### src/rtl/ascon_round_feeder_if.sv
// Shared ASCON state type and the handshake/data bundle between the round
// feeder and its environment. The slave modport is the feeder's view.
package ascon_pack;
  // Word 0 is the leftmost element, so {x0, x1, x2, x3, x4} maps to s[0]..s[4]
  typedef logic [0:4][63:0] type_state;
endpackage

interface ascon_round_feeder_if;
  import ascon_pack::*;

  logic       start_i;
  logic       mode_i;
  type_state  state_i;
  type_state  feedback_i;
  type_state  state_o;
  type_state  result_o;
  logic [3:0] round_o;
  logic       busy_o;
  logic       done_o;

  modport master (
    output start_i, mode_i, state_i, feedback_i,
    input  state_o, result_o, round_o, busy_o, done_o
  );

  modport slave (
    input  start_i, mode_i, state_i, feedback_i,
    output state_o, result_o, round_o, busy_o, done_o
  );
endinterface

### src/rtl/ascon_round_feeder.sv
// Round-control stage ahead of the ASCON substitution layer: holds the state
// and round counter, adds the round constant, and loops p12 or p6.
module ascon_round_feeder
  import ascon_pack::*;
(
  input  logic                 clock_i,
  input  logic                 reset_i,
  ascon_round_feeder_if.slave  bus
);

  typedef enum logic [1:0] {
    IDLE = 2'd0,
    RUN  = 2'd1,
    DONE = 2'd2
  } fsm_e;

  fsm_e       fsm_q, fsm_d;
  type_state  state_q, state_d;
  logic [3:0] round_q, round_d;
  logic [7:0] round_const;

  // (15 - r) in the high nibble equals the bitwise complement of r
  assign round_const = {~round_q, round_q};

  generate
    for (genvar gi = 0; gi < 5; gi++) begin : g_state_out
      if (gi == 2) begin : g_const_word
        assign bus.state_o[gi] = state_q[gi] ^ {56'h0, round_const};
      end else begin : g_plain_word
        assign bus.state_o[gi] = state_q[gi];
      end
    end
  endgenerate

  assign bus.result_o = state_q;
  assign bus.round_o  = round_q;
  assign bus.busy_o   = (fsm_q == RUN);
  assign bus.done_o   = (fsm_q == DONE);

  always_comb begin
    fsm_d   = fsm_q;
    state_d = state_q;
    round_d = round_q;
    case (fsm_q)
      IDLE: begin
        if (bus.start_i) begin
          state_d = bus.state_i;
          round_d = bus.mode_i ? 4'd6 : 4'd0;
          fsm_d   = RUN;
        end
      end
      RUN: begin
        state_d = bus.feedback_i;
        // The counter parks on 11 so DONE still shows the last round index
        if (round_q == 4'd11) begin
          fsm_d = DONE;
        end else begin
          round_d = round_q + 4'd1;
        end
      end
      DONE: begin
        fsm_d = IDLE;
      end
      default: begin
        fsm_d = IDLE;
      end
    endcase
  end

  always_ff @(posedge clock_i or posedge reset_i) begin
    if (reset_i) begin
      fsm_q   <= IDLE;
      state_q <= '0;
      round_q <= 4'd0;
    end else begin
      fsm_q   <= fsm_d;
      state_q <= state_d;
      round_q <= round_d;
    end
  end

endmodule

### src/flat_wrapper.sv
// flat-port wrapper written by rule: the top's interface ports become plain ports
module ascon_round_feeder_flat import ascon_pack::*;
  (clock_i, reset_i, bus_start_i, bus_mode_i, bus_state_i, bus_feedback_i, bus_state_o, bus_result_o, bus_round_o, bus_busy_o, bus_done_o);
  ascon_round_feeder_if bus_i ();
  input  logic clock_i;
  input  logic reset_i;
  input wire logic [$bits(bus_i.start_i)-1:0] bus_start_i;
  input wire logic [$bits(bus_i.mode_i)-1:0] bus_mode_i;
  input wire logic [$bits(bus_i.state_i)-1:0] bus_state_i;
  input wire logic [$bits(bus_i.feedback_i)-1:0] bus_feedback_i;
  output wire logic [$bits(bus_i.state_o)-1:0] bus_state_o;
  output wire logic [$bits(bus_i.result_o)-1:0] bus_result_o;
  output wire logic [$bits(bus_i.round_o)-1:0] bus_round_o;
  output wire logic [$bits(bus_i.busy_o)-1:0] bus_busy_o;
  output wire logic [$bits(bus_i.done_o)-1:0] bus_done_o;
  assign bus_i.start_i = bus_start_i;
  assign bus_i.mode_i = bus_mode_i;
  assign bus_i.state_i = bus_state_i;
  assign bus_i.feedback_i = bus_feedback_i;
  assign bus_state_o = bus_i.state_o;
  assign bus_result_o = bus_i.result_o;
  assign bus_round_o = bus_i.round_o;
  assign bus_busy_o = bus_i.busy_o;
  assign bus_done_o = bus_i.done_o;
  ascon_round_feeder u_core (.clock_i(clock_i), .reset_i(reset_i), .bus(bus_i));
endmodule
### config.mk
export PLATFORM = sky130hd
export DESIGN_NAME = ascon_round_feeder_flat
export DESIGN_NICKNAME = d
export VERILOG_FILES = /design/src/rtl/ascon_round_feeder_if.sv /design/src/rtl/ascon_round_feeder.sv /design/src/flat_wrapper.sv
export SDC_FILE = /design/constraint.sdc
export NUM_CORES = 1
export LEC_CHECK = 0
export BUFFER_PORTS_ARGS = -buffer_cell sky130_fd_sc_hd__buf_2
export CORE_AREA = 2 2 506 508
export DETAILED_ROUTE_END_ITERATION = 10
export DIE_AREA = 0 0 508 510
export GPL_ROUTABILITY_DRIVEN = 1
export RECOVER_POWER = 50
export SKIP_LAST_GASP = 1
export SYNTH_ARGS = -nofsm -noshare
export SYNTH_HDL_FRONTEND = slang
export SYNTH_SLANG_ARGS = --single-unit
### constraint.sdc
create_clock -name clock_i -period 11.6 [get_ports clock_i]
set_clock_uncertainty 0.05 [all_clocks]
set_input_delay 1.16 -clock clock_i [delete_from_list [all_inputs] [get_ports clock_i]]
set_output_delay 1.16 -clock clock_i [all_outputs]
set_load 0.02 [all_outputs]
==> flow_summary.yaml <==
clock_tree:
  cts_resized: 0
  clock_latency_ns: 0.66
  htree_levels: 2
  path_clk_slew_ns: 0.06
  hold_buffers: 0
  cts_tree: "done"
  cts_sinks: 326
  cts_setup_buffers: 0
  cts_buffers: 51
  cts_buffer_depth: 3
  cts-root-buf: "clkbuf_16"
synthesis:
  synthDistinctLibCells: 26
  synth_area_um2: 17970
  synthCells: 2093
  yosys_warnings: 0
  synth_area_leaders: "dfrtp_1, buf_4, nand2_1"
  synth.top_cell.area_share_pct: 45.40
  synthFlopType: "dfrtp_1"
  ys_ff_latch: 326
  ys_seq_area_share_pct: 45.40
  synth.most_common_cell: "nand2_1"
  synth_edf_count: 0
  synth_common_cells: "nand2_1, buf_4, dfrtp_1, nor2_1, a31oi_1"
  async_reset_ff_share_pct: 100.0
  syn_nets: 2738
  yosys.area.top_type: "dfrtp_1"
  syn_avg_cell_area_um2: 8.584
timing:
  fin_crit_sh_pct: 54.97
  worstMarginPinSlew_ns: 4.189
  slew_headroom_pct: -179.2
  rsz0062_at_grt: "no"
  fmax_mhz: 156.8
  hold_viol: 0
  hold_ws_ns: 0.5180
  min_period_ns: 6.376
  finalSetupViolCount: 0
  drv_slew: 303
  tns_ns: 0
detailed_routing:
  dr.pass1.iters: 5
  antenna_left: 0
  vias: 20066
  drc: 0
  drt-vias-per-instance: 3.096
  wire_per_inst_um: 33.50
  wl_um: 217100
  drt_iter0_markers: 1434
pwr:
  seq_power_share_pct: 23.5
  total_leakage_power_uw: 0.01167
  p_sw_uw: 6191
  combPwrFrac_pct: 59.9
  swShare_pct: 61.06
  clockPowerShare_pct: 16.6
  p_int_uw: 3948
  ir_drop_uv: 153.6
  power.density_nw_per_um2: 376.1
layout:
  drive_gt1_share_pct: 38.41
  postLayoutCellArea_um2: 26960
  area_growth_pct: 50.05
  finalNonFillerCells: 6481
  nets: 3645
critical_path:
  critPathLaunchType: "input pin"
  cp.arrival_ns: 7.07
  r2r_cells: 5
  endpoint_kind: "async pin"
  worstSetupPathType: "in2async"
  cp_max_fo: 68
  cp.required_ns: 12.29
worst_hold_path:
  min_path_type: "reg2reg"
  holdPathStages: 2
place:
  dpl.hpwl_um: 194200
  place_inst: 6313
  gp_congestion: 0.9727
  placed_cell_area_um2: 25490
  port_buffers: 1289
grt:
  grt_use_total_pct: 15.99
  grt_max_degree: 175
  grt_antenna_before_repair: 291
  grt-ovfl-total: 0
  grt_first_pass_wirelength_um: 255200
  first_global_vias: 18735
run_status:
  violations: "max-capacitance violations, max-slew violations"
  status: "finished with violations"
floorplan:
  die_area_um2: 259100
  die_h_um: 510
  ioPinCount: 1290
  rows: 185
  start_util_pct: 7.089
  die_w_um: 508
  core-area_um2: 253500
job:
  maxCapViolCount: 5
placed cells by master, fill, tap and decap left out:
cell type	synthesis	final
buf_2	70	960
nand2_1	643	643
clkbuf_1	6	337
dfrtp_1	326	326
nor2_1	320	320
a31oi_1	221	221
a31oi_2	100	100
diode_2	0	77
clkbuf_16	0	51
buf_4	342	16
clkbuf_8	0	8
clkinv_2	0	7
inv_6	0	6
xnor2_1	5	5
clkinvlp_4	0	5
bufinv_16	0	5
a21oi_1	4	4
xor2_1	4	4
clkinv_4	0	4
buf_12	0	2
o21ba_1	1	1
nand2b_4	0	1
inv_16	0	1
nand4b_1	1	1
inv_1	2	1
o21ai_0	1	1
nor4bb_1	1	1
o2bb2ai_1	1	1
nor2b_1	1	1
clkinvlp_2	0	1
nand3_1	1	1
a22o_1	1	1
and2_0	0	1
ha_1	1	1
final timing paths:
| kind | slack [ns] | from | end |
|---|---|---|---|
| setup reg to reg | 6.30 | u_core.fsm_q[0] | u_core.bus.result_o[209] |
| setup / recovery | 5.22 | reset_i | u_core.bus.result_o[45] |
| max in group clock_i | 6.30 | u_core.fsm_q[0] | u_core.bus.result_o[209] |
| min in group asynchronous | 1.66 | reset_i | u_core.bus.result_o[158] |
| hold / removal | 0.52 | u_core.bus.result_o[315] | u_core.bus.result_o[315] |
| hold reg to reg | 0.52 | u_core.bus.result_o[315] | u_core.bus.result_o[315] |
flip-flops by register name (all words and copies together), names as in the netlist:
register and flops:
u_core.bus.result_o 320, u_core.fsm_q 2, u_core.bus.round_o 4
power by group through the flow:
stage          logic [µW]  registers (µW)  clock network [µW]
3_5_place_dp         6450            2370                   0
5_1_grt              6510            2450                1790
6_report             6070            2390                1680
4_1_cts              6460            2360                1760
3_3_place_gp         6450            2340                   0
2_1_floorplan        3010            2880                   0
metrics by stage:
| step | power [µW] | worst slack, ns | utilization (%) |
|---|---|---|---|
| 4_1_cts | 10580 | 7.777 | 10.73 |
| 3_5_place_dp | 8821 | 7.338 | 10.06 |
| 6_report | 10140 | 5.224 | 10.64 |
| 3_3_place_gp | 8788 | 7.324 | 10.06 |
| 5_1_grt | 10760 | 4.247 | 10.59 |
| 2_1_floorplan | 5897 | 1.364 | - |
routing by layer:
| metal | share of wire (%) | up-vias | global-route usage (%) |
|---|---|---|---|
| li1 | - | 8520 | - |
| met1 | 34 | 9165 | 16.07 |
| met5 | 0.52 | - | 0 |
| met4 | 5.1 | 170 | 6.754 |
| met3 | 20 | 598 | 13.67 |
| met2 | 41 | 1613 | 23.52 |
final cells by class:
cell class              instances  area, µm²
fillers                     29804     226500
flip-flops and latches        326       8158
multi-input cells            1308       6442
repair buffers               1310       6211
well taps                    3366       4212
clock buffers                  64       1405
clock inverters                27      310.3
diodes                         77      192.7
inverters                       3      28.78
critical path, stage by stage:
cell,delay (ns)
buf_2,0.10
clkinvlp_2,2.29
clkbuf_1,2.50
buf_4,0.81
cells by family (layout without fill, tap and decap cells):
logic type               after synthesis  count (layout)  synth area share [%]
flip-flops                           326             326                 45.40
buffers and inverters                459            1404                 18.78
other                                  0              77                     0
AND/OR/NAND/NOR                      969             969                 20.36
adder cells (fa/ha/maj)                1               1               0.06963
AO/OA/AOI/OAI                        329             329                 14.95
XOR/XNOR                               9               9                0.4387
(Power assumes the default switching activity.)
